**config.mk**
```make
export PLATFORM = sky130hd
export DESIGN_NAME = divisor_secuencial
export DESIGN_NICKNAME = d
export VERILOG_FILES = /design/src/rtl/div_pkg.sv /design/src/rtl/magnitud.sv /design/src/rtl/divisor_secuencial.sv
export SDC_FILE = /design/constraint.sdc
export NUM_CORES = 1
export LEC_CHECK = 0
export BUFFER_PORTS_ARGS = -buffer_cell sky130_fd_sc_hd__buf_2
export CORE_ASPECT_RATIO = 0.9
export CORE_MARGIN = 2
export CORE_UTILIZATION = 55
export DETAILED_ROUTE_END_ITERATION = 16
export PLACE_DENSITY = 0.76
export SLEW_MARGIN = 20
export SYNTH_ARGS = -nofsm -noshare
export SYNTH_HDL_FRONTEND = slang
export SYNTH_SLANG_ARGS = --single-unit
export TNS_END_PERCENT = 10
```
**constraint.sdc**
```tcl
create_clock -name clk -period 2.7 [get_ports clk]
set_clock_uncertainty 0.1 [all_clocks]
set_input_delay 0.54 -clock clk [delete_from_list [all_inputs] [get_ports clk]]
set_output_delay 0.54 -clock clk [all_outputs]
set_load 0.05 [all_outputs]
```
**src/rtl/div_pkg.sv**
```systemverilog
// Shared definitions for the sequential signed divider.
// Holds the FSM state encoding, default operand widths and the iteration count.
package div_pkg;

  localparam int unsigned N_DIVIDENDO_DEF = 16;
  localparam int unsigned N_DIVISOR_DEF   = 8;

  // One quotient bit per CALC cycle; the counter runs ITER_COUNT down to 0.
  localparam int unsigned ITER_COUNT = 16;
  localparam int unsigned CNT_W      = 5;

  typedef enum logic [1:0] {
    StIdle,
    StCalc,
    StFin
  } estado_t;

endpackage

```
**src/rtl/magnitud.sv**
```systemverilog
// Combinational two's-complement absolute value.
// Ports:
//   valor : signed input operand (W bits)
//   mag   : unsigned magnitude (W bits); the most negative value maps to 2^(W-1)
module magnitud #(
  parameter int unsigned W = 8
) (
  input  logic [W-1:0] valor,
  output logic [W-1:0] mag
);

  always_comb begin
    mag = valor;
    if (valor[W-1]) begin
      mag = ~valor + W'(1);
    end
  end

endmodule

```
**src/rtl/divisor_secuencial.sv**
```systemverilog
// Sequential signed divider: restoring shift-subtract on operand magnitudes, one quotient
// bit per clock, with sign restore, divide-by-zero and overflow handling at the end.
// Ports:
//   clk, rst        : clock, synchronous active-high reset
//   start           : level request; only a rising edge seen in IDLE starts an operation
//   A, B            : signed dividend / divisor
//   q, r            : signed quotient (toward zero) / remainder (sign of dividend)
//   neg             : quotient is negative and non-zero
//   busy, done      : operation in progress / one-cycle result-valid pulse
//   div_zero, ovf   : B was zero / quotient saturated (A = min, B = -1)
module divisor_secuencial
  import div_pkg::*;
#(
  parameter int unsigned N_DIVIDENDO = N_DIVIDENDO_DEF,
  parameter int unsigned N_DIVISOR   = N_DIVISOR_DEF
) (
  input  logic                   clk,
  input  logic                   rst,
  input  logic                   start,
  input  logic [N_DIVIDENDO-1:0] A,
  input  logic [N_DIVISOR-1:0]   B,
  output logic [N_DIVIDENDO-1:0] q,
  output logic [N_DIVISOR-1:0]   r,
  output logic                   neg,
  output logic                   busy,
  output logic                   done,
  output logic                   div_zero,
  output logic                   ovf
);

  estado_t state_q, state_d;

  logic                   start_prev_q;
  logic                   a_sign_q, b_sign_q;
  logic                   zero_q, sat_q;
  logic [N_DIVIDENDO-1:0] quo_q;
  logic [N_DIVISOR-1:0]   rem_q;
  logic [N_DIVISOR-1:0]   b_mag_q;
  logic [CNT_W-1:0]       cnt_q;

  logic [N_DIVIDENDO-1:0] q_q;
  logic [N_DIVISOR-1:0]   r_q;
  logic                   neg_q, done_q, div_zero_q, ovf_q;

  logic [N_DIVIDENDO-1:0] a_mag;
  logic [N_DIVISOR-1:0]   b_mag;

  magnitud #(.W(N_DIVIDENDO)) u_mag_a (.valor(A), .mag(a_mag));
  magnitud #(.W(N_DIVISOR))   u_mag_b (.valor(B), .mag(b_mag));

  logic start_rise, b_is_zero, sat_case;
  assign start_rise = start & ~start_prev_q;
  assign b_is_zero  = (B == '0);
  assign sat_case   = (A == {1'b1, {(N_DIVIDENDO - 1){1'b0}}}) && (B == '1);

  // Partial remainder is one bit wider than the divisor so |B| = 2^(N_DIVISOR-1) works.
  logic [N_DIVISOR:0]   shifted;
  logic                 ge;
  logic [N_DIVISOR-1:0] sub;
  assign shifted = {rem_q, quo_q[N_DIVIDENDO-1]};
  assign ge      = (shifted >= {1'b0, b_mag_q});
  // When ge holds the true difference is below |B|, so the narrow subtraction is exact.
  assign sub     = shifted[N_DIVISOR-1:0] - b_mag_q;

  // Final signed results computed from the magnitudes
  logic                   sign_diff;
  logic [N_DIVIDENDO-1:0] q_fin;
  logic [N_DIVISOR-1:0]   r_fin;
  logic                   neg_fin;

  always_comb begin
    sign_diff = a_sign_q ^ b_sign_q;
    q_fin     = sign_diff ? (~quo_q + N_DIVIDENDO'(1)) : quo_q;
    r_fin     = a_sign_q ? (~rem_q + N_DIVISOR'(1)) : rem_q;
    neg_fin   = sign_diff && (quo_q != '0);
    if (zero_q) begin
      q_fin   = '1;
      r_fin   = '0;
      neg_fin = 1'b0;
    end else if (sat_q) begin
      q_fin   = {1'b0, {(N_DIVIDENDO - 1){1'b1}}};
      r_fin   = '0;
      neg_fin = 1'b0;
    end
  end

  always_comb begin
    state_d = state_q;
    unique case (state_q)
      StIdle: if (start_rise) state_d = b_is_zero ? StFin : StCalc;
      StCalc: if (cnt_q == CNT_W'(1)) state_d = StFin;
      StFin:  if (cnt_q == '0) state_d = StIdle;
      default: state_d = StIdle;
    endcase
  end

  always_ff @(posedge clk) begin
    if (rst) begin
      state_q      <= StIdle;
      start_prev_q <= 1'b1;  // a start already high at reset release is not an edge
      a_sign_q     <= 1'b0;
      b_sign_q     <= 1'b0;
      zero_q       <= 1'b0;
      sat_q        <= 1'b0;
      quo_q        <= '0;
      rem_q        <= '0;
      b_mag_q      <= '0;
      cnt_q        <= '0;
      q_q          <= '0;
      r_q          <= '0;
      neg_q        <= 1'b0;
      done_q       <= 1'b0;
      div_zero_q   <= 1'b0;
      ovf_q        <= 1'b0;
    end else begin
      state_q      <= state_d;
      start_prev_q <= start;
      done_q       <= 1'b0;
      case (state_q)
        StIdle: begin
          if (start_rise) begin
            a_sign_q   <= A[N_DIVIDENDO-1];
            b_sign_q   <= B[N_DIVISOR-1];
            zero_q     <= b_is_zero;
            sat_q      <= sat_case;
            quo_q      <= a_mag;
            rem_q      <= '0;
            b_mag_q    <= b_mag;
            // Divide-by-zero spends one settle cycle in FIN so done lands two edges later.
            cnt_q      <= b_is_zero ? CNT_W'(1) : CNT_W'(ITER_COUNT);
            q_q        <= '0;
            r_q        <= '0;
            neg_q      <= 1'b0;
            div_zero_q <= 1'b0;
            ovf_q      <= 1'b0;
          end
        end
        StCalc: begin
          rem_q <= ge ? sub : shifted[N_DIVISOR-1:0];
          quo_q <= {quo_q[N_DIVIDENDO-2:0], ge};
          cnt_q <= cnt_q - CNT_W'(1);
        end
        StFin: begin
          if (cnt_q != '0) begin
            cnt_q <= cnt_q - CNT_W'(1);
          end else begin
            q_q        <= q_fin;
            r_q        <= r_fin;
            neg_q      <= neg_fin;
            div_zero_q <= zero_q;
            ovf_q      <= sat_q && !zero_q;
            done_q     <= 1'b1;
          end
        end
        default: ;
      endcase
    end
  end

  assign q        = q_q;
  assign r        = r_q;
  assign neg      = neg_q;
  assign done     = done_q;
  assign div_zero = div_zero_q;
  assign ovf      = ovf_q;
  assign busy     = (state_q != StIdle);

endmodule

```
* Word-level counts from Yosys, hierarchy flattened *
Cells that the tools add are included.

word-level totals
  bits in registers = 72
  input bits = 27
  output and inout bits = 29
  logic and storage cells = 97

operators by class
  add/sub/neg operators = 6
  $lt $le $gt $ge = 1
  equal/unequal tests = 10
  muxes and demuxes = 37
  bitwise gates (word level) = 8
  reductions and logical operators = 19

operators with widths
  kind                   number
  $mux 16                7
  $pmux 16 s2            2
  $mux 8                 7
  $add 16x1->16 const B  2
  $not 16->16            2
  $pmux 8 s2             2
  $add 8x1->8 const B    2
  $eq 16x16->1 const B   1
  $not 8->8              2
  $reduce_bool 16->1     1
  $mux 5                 3
  $pmux 5 s3             1
  $ne 2x2->1 const B     5
  $ge 9x8->1             1
  $reduce_and 3->1       3
  $eq 8x8->1 const B     1
  $logic_not 8->1        1
  $mux 2                 4
  $sub 8x8->8            1
  $mux 1                 7
  $pmux 1 s2             3
  $pmux 2 s3             1
  $reduce_bool 2->1      3
  $eq 5x1->1 const B     1
  14 further kinds       18

* Logic depth before layout (Yosys ltp) *
Gate-level depths: netlist of run 1.

  word-level depth = 7
  gate-level depth with buffers = 9
  depth with buffers taken out = 9

* Modules after synthesis *
From an unflattened synthesis of run 1, not the netlist that was laid out.

unflattened totals
  cell total of the unflattened synthesis = 540
  area total of the unflattened synthesis = 4,431.8 µm²

modules (own cells, without submodules)
  module              instances  cells each  area an instance (µm²)  sequential area each (µm²)
  divisor_secuencial  1          471         3,920.0                 1,441.4
  magnitud (u_mag_a)  1          48          365.4                   0.0
  magnitud (u_mag_b)  1          21          146.4                   0.0

* Least setup slack after synthesis of run 1 *
No wires, ideal clock.

  path type = register -> register
  start = reg state_q[0]
  end = reg neg_q (netlist: neg)
  setup time = 0.070 ns
  arrival = 2.075 ns
  data required time = 2.530 ns
  path slack = 0.455 ns
  cell stages (with the launch flop) = 9
  path buffers = 1
  clock period less this slack = 2.245 ns
  cell sequence = dfxtp_1 > inv_1 > ha_1 > clkbuf_1 > inv_1 > o211ai_1 > nor2_1 > o311ai_2 > a21oi_1

between the ends
  longest elaborated chain between the ends = 3
  elaborated cells between the ends (all ways) = 7
  those cells by class = 3 x eq/ne; 1 x mux; 3 x reduce/logical

ends and longest elaborated chain
  element                                                                  line                       source
  start, declared                                                          divisor_secuencial.sv:31   estado_t state_q, state_d;
  start signal, assigned                                                   divisor_secuencial.sv:99   state_q <= StIdle;
  start signal, assigned                                                   divisor_secuencial.sv:116  state_q <= state_d;
  $eq 2x2->1 / $logic_not 2->1 (equally long branches)                     divisor_secuencial.sv:119  case (state_q)
  $ne 2x2->1 (no source line) / $reduce_bool 2->1 (equally long branches)  --
  $reduce_and 3->1 (no source line)                                        --
  end signal, assigned                                                     divisor_secuencial.sv:149  neg_q <= neg_fin;
  end, declared                                                            divisor_secuencial.sv:43   logic neg_q, done_q, div_zero_q, ovf_q;

Parallel ways exist; a longest one is shown, timed or not.
A chain may end at the register's enable or synchronous reset.

* Worst setup path in the final report of run 1 *
  start = reg state_q[0]
  end = out busy

between the ends
  longest elaborated chain between the ends = 1

ends and longest elaborated chain
  element            line                       source
  $reduce_bool 2->1  divisor_secuencial.sv:166  assign busy = (state_q != StIdle);
  end, declared      divisor_secuencial.sv:25   output logic busy,

Every way passes these cells.

==> impl_metrics.env, run 1 <==
export IMPL_cp_required_ns=2.06
export IMPL_critPathCapture="busy"
export IMPL_grt_pass1_wl_um=18000
export IMPL_dr_wl_met2_um=4740
export IMPL_ctsHoldBuffers=0
export IMPL_worst_ep_arrival_time_ns=1.69
export IMPL_status="finished clean"
export IMPL_grt_usage_pct=24.4
export IMPL_synth_edf_count=0
export IMPL_max_slew_margin_pct=31.3
export IMPL_power_leakage_nw=2.07
export IMPL_antenna_found_initial=0
export IMPL_ir_drop_uv=280
export IMPL_seq_area_frac_synth_pct=31.7
export IMPL_post_cts_repair_setup_buffers=0
export IMPL_hold_path_class="in -> reg"
export IMPL_hpwl_um=8250
export IMPL_cp_startpoint="state_q[0]"
export IMPL_grt_pass1_vias=3775
export IMPL_fmax_mhz=428
export IMPL_routed_wl_um=10700
export IMPL_vias=4243
export IMPL_die_w_um=99.9
export IMPL_ctsLongestPathBuffers=2
export IMPL_antennaDiodeCount=0
export IMPL_clk_pin_slew_ns=0.08
export IMPL_cts_buffers=9
export IMPL_avgSynthCellArea_sq_um=7.93
export IMPL_die_h_um=90.3
export IMPL_ys_flop_type="dfxtp_1"
export IMPL_syn_inst=574
export IMPL_final_nets=667
export IMPL_fin_tns_setup_ns=0
export IMPL_dr_pass1_iters=5
export IMPL_drive_above_1_share_pct=16.3
export IMPL_cts_tree="built"
export IMPL_ys_warn_count=0
export IMPL_design_area_sq_mm=0.00513
export IMPL_syn2layout_area_growth_pct=12.7
export IMPL_post_cts_resized=0
export IMPL_drc=0
export IMPL_rsz0062_at_grt="no"
export IMPL_synth_fp_nets=622
export IMPL_wirelength_met1_um=5290
export IMPL_fin_util_pct=63.9
export IMPL_route_met3_wl_um=586
export IMPL_port_buffers=55
export IMPL_pin_count=56
export IMPL_ant_nets=0
export IMPL_fin_crit_ns=2.33
export IMPL_wl_per_cell_um=14.8
export IMPL_final_hold_viol_count=0
export IMPL_syn_cell_area_sq_mm=0.00455
export IMPL_end_kind="output port"
export IMPL_synth_cell_types=59
export IMPL_worst_pin_slew_ns=1.02
export IMPL_setup_violations=0
export IMPL_gp_congestion=0.853
export IMPL_r2r_end="rem_q[5]"
export IMPL_vias_per_cell=5.87
export IMPL_async_flop_share_pct=0
export IMPL_cts_sinks=72
export IMPL_die_area_sq_mm=0.00902
export IMPL_power_density_mw_per_mm2=764
export IMPL_r2r_start="rem_q[5]"
export IMPL_clockRootBuffer="clkbuf_8"
export IMPL_ff2ff_setup_slack_ns=0.39
export IMPL_crit_fanout=7
export IMPL_ys_ff_latch=72
export IMPL_total_power_w=0.00392
export IMPL_fin_crit_sh_pct=86.4
export IMPL_maxUsedRoutingLayer="met4"
export IMPL_drv_slew=0
export IMPL_reg2reg_depth=5
export IMPL_maxCapViolCount=0
export IMPL_dpl_cell_area_sq_mm=0.00491
export IMPL_clock_latency_ns=0.35
export IMPL_row_count=31
export IMPL_start_kind="flip-flop"
export IMPL_overflow=0
export IMPL_drtIter0Drc=260
export IMPL_initial_core_util_pct=56.7
export IMPL_worst_setup_path_type="reg -> out"
export IMPL_h_tree_depth=3
export IMPL_grt_max_degree=34
export IMPL_core_area_sq_mm=0.00803
## sequential cells by signal (all words and copies together), names as in the netlist, 2 cells and up
name / cells
rem_q: 8
state_q: 2
r: 8
b_mag_q: 8
q: 16
quo_q: 16
cnt_q: 5
## cells in the final DEF (no fill, tap or decap), drive strengths merged, types with 3 or more instances in the layout
cell type | synthesis | final
xor2 | 23 | 23
a22oi | 8 | 8
nor3 | 10 | 10
dfxtp | 72 | 72
a21oi | 53 | 53
o211a | 3 | 3
nand2 | 72 | 72
nand4 | 4 | 4
nand2b | 10 | 10
o31ai | 14 | 14
or2 | 5 | 5
nor2b | 11 | 11
o21ai | 28 | 28
nor2 | 38 | 38
o211ai | 22 | 22
nand3b | 3 | 3
xnor2 | 19 | 19
inv | 27 | 28
a31oi | 5 | 5
a21o | 4 | 4
mux2i | 5 | 5
nand3 | 6 | 6
buf | 7 | 70
a221oi | 3 | 3
ha | 20 | 20
a211oi | 17 | 17
or4 | 5 | 5
or3 | 7 | 7
a211o | 3 | 3
and3 | 5 | 5
clkbuf | 29 | 10
nor4 | 5 | 5
o41ai | 6 | 6
## metal layers
metal	GRT usage (%)	vias up
met3	4.88	8
li1	-	2149
met5	0	-
met1	35.8	1969
met4	6.74	0
met2	36.3	117
## worst max-delay path, stage by stage (launching register included)
cell	delay (ns)
dfxtp_1	0.40
inv_1	0.09
ha_1	0.26
buf_4	0.18
inv_1	0.12
buf_2	0.29
## power by group
part | switching, W | internal, W
registers | 0.000151 | 0.00117
clock network | 0.000423 | 0.000525
logic | 0.00102 | 0.000627
total | 0.00159 | 0.00232
## cells by family (layout without fill, tap and decap cells)
| group | after synthesis | after routing | share of synthesized area (%) |
|---|---|---|---|
| flip-flops | 72 | 72 | 31.7 |
| multiplexers | 5 | 5 | 1.10 |
| AO/OA/AOI/OAI | 180 | 180 | 26.6 |
| adder cells (fa/ha/maj) | 21 | 21 | 5.94 |
| XOR/XNOR | 42 | 42 | 8.08 |
| AND/OR/NAND/NOR | 191 | 191 | 21.0 |
| buffers and inverters | 63 | 113 | 5.61 |
## synthesized netlist by cell type, types with 4 or more instances
cell type / number / area [sq um]
and3_1: 5 / 31.3
nor2b_1: 11 / 68.8
or2_2: 4 / 25.0
o31ai_1: 14 / 105
inv_1: 27 / 101
xnor2_1: 19 / 166
nand2_1: 72 / 270
o21ai_0: 25 / 125
mux2i_1: 5 / 50.1
a22oi_1: 8 / 60.1
a21o_1: 4 / 30.0
nand2b_1: 10 / 62.6
or3_1: 7 / 43.8
o211ai_1: 22 / 165
xor2_1: 23 / 201
nand4_1: 4 / 25.0
a211oi_1: 17 / 128
nor3_1: 10 / 50.1
a31oi_1: 5 / 31.3
dfxtp_1: 72 / 1440
nor2_1: 38 / 143
ha_1: 20 / 250
nand3_1: 6 / 30.0
clkbuf_1: 29 / 109
a21oi_1: 53 / 265
## worst min path at each step
stage	start	end	depth (start not counted)
after CTS	start	start_prev_q	2
after floorplan	b_mag_q[7]	b_mag_q[7]	2
final	start	start_prev_q	2
after global placement	q[0]	q[0]	2
after detailed placement	q[3]	q[3]	2
after global routing	start	start_prev_q	2
## metrics by stage
step,std cells,setup slack (ns),hold slack [ns]
3_5_place_dp,707,0.295,0.347
5_1_grt,723,0.261,0.316
4_1_cts,723,0.358,0.313
2_1_floorplan,574,0.455,0.332
6_report,723,0.366,0.330
3_3_place_gp,707,0.341,0.338
## final cells by class
class | instances | area (sq um)
clock buffers | 10 | 128
clock inverters | 6 | 92.6
inverters | 27 | 101
multi-input cells | 439 | 2860
flip-flops and latches | 72 | 1440
fillers | 698 | 2900
repair buffers | 70 | 388
well taps | 99 | 124
Power figures use the tool's default switching activity.
==> inputs of run 2 (changes only) <==
--- a/config.mk
+++ b/config.mk
@@ -10,7 +10,7 @@
 export CORE_MARGIN = 2
 export CORE_UTILIZATION = 55
 export DETAILED_ROUTE_END_ITERATION = 16
-export PLACE_DENSITY = 0.76
+export PLACE_DENSITY_LB_ADDON = 0.3
 export SLEW_MARGIN = 20
 export SYNTH_ARGS = -nofsm -noshare
 export SYNTH_HDL_FRONTEND = slang
==> impl_metrics.env, run 2 (synthesis gave the netlist of run 1 again) <==
export IMPL_status="finished clean"
export IMPL_hold_path_class="in -> reg"
export IMPL_grt_pass1_vias=3793
export IMPL_antenna_found_initial=0
export IMPL_fin_crit_sh_pct=85.2
export IMPL_die_w_um=99.9
export IMPL_grt_usage_pct=24.4
export IMPL_ir_drop_uv=337
export IMPL_syn2layout_area_growth_pct=12.1
export IMPL_worst_ep_arrival_time_ns=2.42
export IMPL_final_hold_viol_count=0
export IMPL_ant_nets=0
export IMPL_total_power_w=0.00385
export IMPL_critPathTopFamily="simple AND/OR/NAND/NOR gates"
export IMPL_die_h_um=90.3
export IMPL_min_path_cells=2
export IMPL_cpMaxStageDelayCell="or4b_1"
export IMPL_pin_count=56
export IMPL_dr_pass1_iters=5
export IMPL_drc=0
export IMPL_post_cts_resized=0
export IMPL_core_area_sq_mm=0.00803
export IMPL_worst_setup_path_type="reg -> reg"
export IMPL_hpwl_um=8110
export IMPL_cts_sinks=72
export IMPL_die_area_sq_mm=0.00902
export IMPL_fin_crit_ns=2.30
export IMPL_drtIter0Drc=320
export IMPL_drv_slew=0
export IMPL_cts_buffers=9
export IMPL_power_leakage_nw=2.06
export IMPL_clock_latency_ns=0.35
export IMPL_clockRootBuffer="clkbuf_8"
export IMPL_end_kind="flip-flop"
export IMPL_multi_input_area_sq_mm=0.00286
export IMPL_vias_per_cell=5.96
export IMPL_rsz0062_at_grt="no"
export IMPL_max_stage_delay_ns=0.59
export IMPL_h_tree_depth=3
export IMPL_drive_above_1_share_pct=16.2
export IMPL_path_buf_inv=1
export IMPL_post_cts_repair_setup_buffers=0
export IMPL_worst_pin_slew_ns=0.959
export IMPL_vias=4295
export IMPL_cts_tree="built"
export IMPL_routed_wl_um=10700
export IMPL_start_kind="flip-flop"
export IMPL_initial_core_util_pct=56.7
export IMPL_wl_per_cell_um=14.9
export IMPL_gp_congestion=0.819
export IMPL_fin_tns_setup_ns=0
export IMPL_crit_fanout=7
export IMPL_worstPathCellList="inv_1, ha_1, or4b_1, and3_1, a221oi_1, a2bb2oi_1, o41ai_1"
export IMPL_antennaDiodeCount=0
export IMPL_ctsLongestPathBuffers=2
export IMPL_n_fill_cell=693
export IMPL_clk_pin_slew_ns=0.08
export IMPL_layout_common_cells="72 x nand2_1, 72 x dfxtp_1, 55 x buf_2"
export IMPL_overflow=0
export IMPL_setup_violations=0
export IMPL_grt_max_degree=41
export IMPL_grt_pass1_wl_um=18100
export IMPL_ctsHoldBuffers=0
export IMPL_final_nets=665
export IMPL_port_buffers=55
export IMPL_cp_required_ns=2.82
export IMPL_register_area_sq_mm=0.00144
export IMPL_reg2reg_depth=7
export IMPL_max_slew_margin_pct=35.6
export IMPL_design_area_sq_mm=0.00510
export IMPL_row_count=31
export IMPL_fmax_mhz=435
export IMPL_dpl_cell_area_sq_mm=0.00489
export IMPL_power_density_mw_per_mm2=754
export IMPL_maxCapViolCount=0
export IMPL_cp_depth=7
-- run 2: metrics by stage --
stage / instances / setup slack [ns] / hold WS (ns) / utilization (%)
global placement: 705 / 0.331 / 0.338 / 61.0
floorplan: 574 / 0.455 / 0.332 / -
global route: 721 / 0.236 / 0.325 / 63.5
CTS: 721 / 0.408 / 0.313 / 63.5
finish: 721 / 0.400 / 0.323 / 63.5
detailed placement: 705 / 0.277 / 0.344 / 61.0
-- run 2: area by class of cell --
class                           count  share of cell area (%)
Sequential cell                    72                    28.3
Inverter                           27                    1.99
Multi-Input combinational cell    439                    56.0
Tap cell                           99                    2.43
Clock inverter                      5                    1.08
Timing Repair Buffer               68                    7.31
Clock buffer                       11                    2.97
-- run 2: final timing paths --
path	slack (ns)	endpoint	start
worst max-delay path	0.40	q[15]	cnt_q[0]
worst min-delay path	0.32	start_prev_q	start
worst max register to register	0.40	q[15]	cnt_q[0]
worst min register to register	0.35	q[7]	q[7]
-- run 2: worst reg2reg max path, stage by stage (launching register included) --
cell and delay (ns):
dfxtp_1 0.36, inv_1 0.10, ha_1 0.17, or4b_1 0.59, and3_1 0.24, a221oi_1 0.34, a2bb2oi_1 0.18, o41ai_1 0.09
-- run 2: routing by layer --
layer	routed length [um]	track usage, %
met1	5080	35.7
met2	4820	36.7
met3	655	3.95
met4	191	7.88
met5	0	0
-- run 2: report_power, final --
part	internal (W)	leakage, nW	switching [W]
sequential	0.00117	0.583	0.000154
combinational	0.000621	1.38	0.00102
clock	0.000474	0.101	0.000407
total	0.00227	2.06	0.00158
